<file path="config.mk">
export PLATFORM = sky130hd
export DESIGN_NAME = bubble_sort_engine
export DESIGN_NICKNAME = d
export VERILOG_FILES = /design/src/rtl/bubble_sort_engine.sv
export SDC_FILE = /design/constraint.sdc
export NUM_CORES = 1
export LEC_CHECK = 0
export CAP_MARGIN = 30
export CORE_UTILIZATION = 48
export CTS_CLUSTER_DIAMETER = 80
export DETAILED_ROUTE_END_ITERATION = 10
export PLACE_DENSITY = 0.82
export RECOVER_POWER = 100
export SLEW_MARGIN = 30
export SYNTH_ARGS = -nofsm -noshare
export SYNTH_HDL_FRONTEND = slang
export SYNTH_SLANG_ARGS = --single-unit
export TNS_END_PERCENT = 20
</file>
<file path="constraint.sdc">
create_clock -name clk -period 3.1 [get_ports clk]
set_input_delay 0.775 -clock clk [delete_from_list [all_inputs] [get_ports clk]]
set_output_delay 0.775 -clock clk [all_outputs]
set_load 0.005 [all_outputs]
</file>
<file path="src/rtl/bubble_sort_engine.sv">
// bubble_sort_engine: multi-cycle in-place bubble sorter with serial output.
// Captures N W-bit words on a start pulse, performs one compare-swap per
// clock, then streams the sorted words out one per clock on data_out.
// Optional build macro: SORT_DESCEND_EN (largest first instead of smallest).
module bubble_sort_engine #(
   parameter int unsigned N = 4,
   parameter int unsigned W = 4
) (
   input  logic         clk,
   input  logic         reset,
   input  logic [W-1:0] data_in [N-1:0],
   input  logic         sort_start,
   output logic [W-1:0] data_out
);

   // Index/counter width: must hold 0..N-1
   localparam int unsigned CW = (N > 2) ? $clog2(N) : 1;
   localparam logic [CW-1:0] LAST_IDX = CW'(N - 1);
   localparam logic [CW-1:0] LAST_CMP = CW'(N - 2);

   typedef enum logic [1:0] {
      ST_IDLE   = 2'd0,
      ST_SORT   = 2'd1,
      ST_OUTPUT = 2'd2
   } state_t;

   state_t        state;
   logic [W-1:0]  mem [N-1:0];
   logic [CW-1:0] p;
   logic [CW-1:0] j;
   logic [CW-1:0] k;

   logic [CW-1:0] j_nxt_c;
   logic [W-1:0]  word_a_c;
   logic [W-1:0]  word_b_c;
   logic          swap_c;
   logic          pass_end_c;
   logic          sort_end_c;

   // Compare datapath for the current adjacent pair and pass bookkeeping
   always_comb begin
      j_nxt_c    = j + CW'(1);
      word_a_c   = mem[j];
      word_b_c   = mem[j_nxt_c];
`ifdef SORT_DESCEND_EN
      swap_c     = (word_a_c < word_b_c);
`else
      swap_c     = (word_a_c > word_b_c);
`endif
      pass_end_c = (j == (LAST_CMP - p));
      sort_end_c = pass_end_c && (p == LAST_CMP);
   end

   // Control FSM, word storage, counters and registered serial output
   always_ff @(posedge clk or negedge reset) begin
      if (!reset) begin
         state    <= ST_IDLE;
         data_out <= '0;
         p        <= '0;
         j        <= '0;
         k        <= '0;
         for (int i = 0; i < int'(N); i++) begin
            mem[i] <= '0;
         end
      end else begin
         case (state)
            ST_IDLE: begin
               data_out <= '0;
               p        <= '0;
               j        <= '0;
               k        <= '0;
               if (sort_start) begin
                  for (int i = 0; i < int'(N); i++) begin
                     mem[i] <= data_in[i];
                  end
                  state <= ST_SORT;
               end
            end

            ST_SORT: begin
               data_out <= '0;
               if (swap_c) begin
                  mem[j]       <= word_b_c;
                  mem[j_nxt_c] <= word_a_c;
               end
               if (sort_end_c) begin
                  p     <= '0;
                  j     <= '0;
                  k     <= '0;
                  state <= ST_OUTPUT;
               end else if (pass_end_c) begin
                  p <= p + CW'(1);
                  j <= '0;
               end else begin
                  j <= j_nxt_c;
               end
            end

            // Last word stays on data_out for one cycle; the IDLE edge clears it
            ST_OUTPUT: begin
               data_out <= mem[k];
               if (k == LAST_IDX) begin
                  k     <= '0;
                  state <= ST_IDLE;
               end else begin
                  k <= k + CW'(1);
               end
            end

            default: begin
               data_out <= '0;
               p        <= '0;
               j        <= '0;
               k        <= '0;
               state    <= ST_IDLE;
            end
         endcase
      end
   end

endmodule

</file>
==> results.tsv <==
metric	value	unit
status	complete, but fails checks	
violations	max-capacitance violations, max-slew violations	
hold_violations	0	
clock-sinks	28	
dieArea	4450	µm²
pin_count	23	
synth_cells	185	
routedWlPerCell	20.3	µm
worst-endpoint-arrival	3140	ps
ant_nets	0	
cts_tree	done	
yosysSeqAreaShare	34.8	%
routed-wl-met2	2550	µm
dieHeight	66.7	µm
cts.htree.levels	1	
fmax	0.338	GHz
cts-buffers-inserted	3	
diodes	0	
num_vias	1625	
fin_nets	238	
routed_wl	5220	µm
synth_area_per_cell	10.9	µm²
yosys_warnings	0	
synthTopCellsByArea	dfrtp_1, mux4_2, mux2_2	
postLayoutCoreUtil	59.4	%
max_stage_delay	580	ps
overflow	0	
row_count	23	
critPathCaptureType	register	
yosysTopAreaCellShare	34.8	%
maxCapViolCount	1	
final_cells	257	
synthToLayoutAreaGrowth	18.1	%
grt_pass1_vias	1576	
core	4000	µm²
grt_max_degree	29	
hp-class	register to register	
hold_path_depth	1	
dr.pass1.iters	4	
viasPerCell	6.32	
crit_chain	inv_1 > ha_4 > mux4_2 > ha_1 > nor2b_1 > o211ai_1 > buf_4 > a211oi_4 > mux2_2	
clock_latency	280	ps
initialDrtViolationCount	129	
gp_routability_congestion	0.943	
start_util	50.3	%
slew_violations	29	
syn-cell-area	2010	µm²
dp_cells	250	
clk_path_buf_depth	2	
synthesis.nets	215	
required	3280	ps
cts_hold_buf	0	
timing.final.crit_share	95.5	%
max_slew.worst_pin.slew	1600	ps
fin_skew	4.97	ps
dpl_cell_area	2260	µm²
start_kind	register	
crit_path_top_delay_cell	mux4_2	
worst_slew_margin_rel	-6.38	%
grt_pass1_wl	8220	µm
drc	0	
dp_hpwl	3610	µm
port_buffers	22	
cp_max_fo	5	
final_area	2370	µm²
met1_length	2330	µm
wl_met3	273	µm
crit_type	register to register	
antenna_found_initial	0	
chipWidth	66.7	µm
grt.total_usage	25.5	%
drive_gt1_share	23.7	%
ys_seq_elements	28	
highest_layer	met4	
clk_pin_slew	100	ps
fin_tns_setup	0	ps
fin_crit	2960	ps
setup_viol	0	
ys_types	34	
synth_top_area_cell	dfrtp_1	
reg2reg_depth	9	
clock-root-buffer	clkbuf_8	
-- cells in the mapped netlist (all sizes together) --
cell / n
o22ai: 17
a211oi: 5
o21ai: 3
a21oi: 18
nand4: 2
nor2b: 2
o2111ai: 1
a21o: 1
nand2b: 1
clkbuf: 6
nand2: 5
mux4: 12
ha: 11
a32o: 2
and2b: 1
nand3: 2
buf: 6
o31ai: 1
nor2: 20
inv: 8
or3b: 4
o211ai: 1
xnor2: 2
nor3b: 1
dfrtp: 28
mux2: 16
and2: 4
nand3b: 5
-- state kept, by name, summed over array words and instances, names as in the netlist --
register / count
mem: 16
state: 2
p: 2
j: 2
data_out: 4
k: 2
-- worst max-delay path: cells and delay by family (launching register included) --
family,cells,cell delay (ps)
adder cells (fa/ha/maj),2,560
AND/OR/NAND/NOR,1,130
AO/OA/AOI/OAI,2,550
multiplexers,2,960
buffers and inverters,2,300
flip-flops,1,360
-- stage by stage --
step                      hold WS (ps)  worst slack, ps
after floorplan                    479              113
after global placement             524              167
after detailed placement           543             63.8
after CTS                          566             10.6
after global routing               589            -11.1
final                              565              140
-- layer usage --
metal  vias up  GRT usage [%]
met2        62           42.2
met3         7           3.94
li1        737              -
met1       819           34.6
met5         -              0
met4         0           6.65
-- worst paths after layout --
kind	from	to	slack, ps
worst max register to register	j[0]	mem[15]	140
worst min-delay path	mem[10]	mem[10]	570
max in group asynchronous	reset	mem[11]	770
worst min register to register	mem[10]	mem[10]	570
worst max-delay path	j[0]	mem[15]	140
min in group asynchronous	reset	p[0]	1410
-- layout by cell type (no fill, tap or decap) --
cell type,n
dfrtp_1,28
nor2_1,18
a21oi_1,17
o22ai_1,17
clkdlybuf4s50_1,17
mux2_2,16
mux4_2,10
ha_1,10
inv_1,8
buf_4,7
nand3b_1,5
nand2_1,5
dlygate4sd3_1,5
and2_1,4
a211oi_2,3
o21ai_0,3
clkbuf_8,3
mux4_1,2
nor2b_1,2
or3b_1,2
nand4_1,2
nor2_2,2
a211oi_4,2
or3b_2,2
xnor2_1,2
nand3_1,2
a32o_1,2
and2b_1,1
o211ai_1,1
nor3b_4,1
a21oi_2,1
a21o_1,1
nand2b_1,1
o2111ai_1,1
o31ai_1,1
ha_4,1
bufinv_16,1
clkbuf_1,1
-- what timing repair did --
action	4_1_cts	5_1_grt
setup endpoints to repair	0	16
setup buffers	0	3
resized for setup	0	5
-- kinds of logic (layout without fill, tap and decap cells) --
logic type	Yosys count	count (layout)	share of synthesized area, %
flops	28	28	34.8
compound gates	49	49	16.4
xor+xnor	2	2	0.871
fa+ha+maj	11	11	6.84
buf+inv	20	42	4.98
mux	28	28	23.0
simple gates	47	47	13.1
-- final cells by class --
type	instances	area [µm²]
fillers	331	1630
multi-input cells	137	1230
flip-flops and latches	28	701
repair buffers	30	277
well taps	50	62.6
clock buffers	3	41.3
clock inverters	1	30.0
inverters	8	30.0
Power is not shown: default switching activity piles up to over one toggle a cycle in this logic, so the estimate is an artifact.
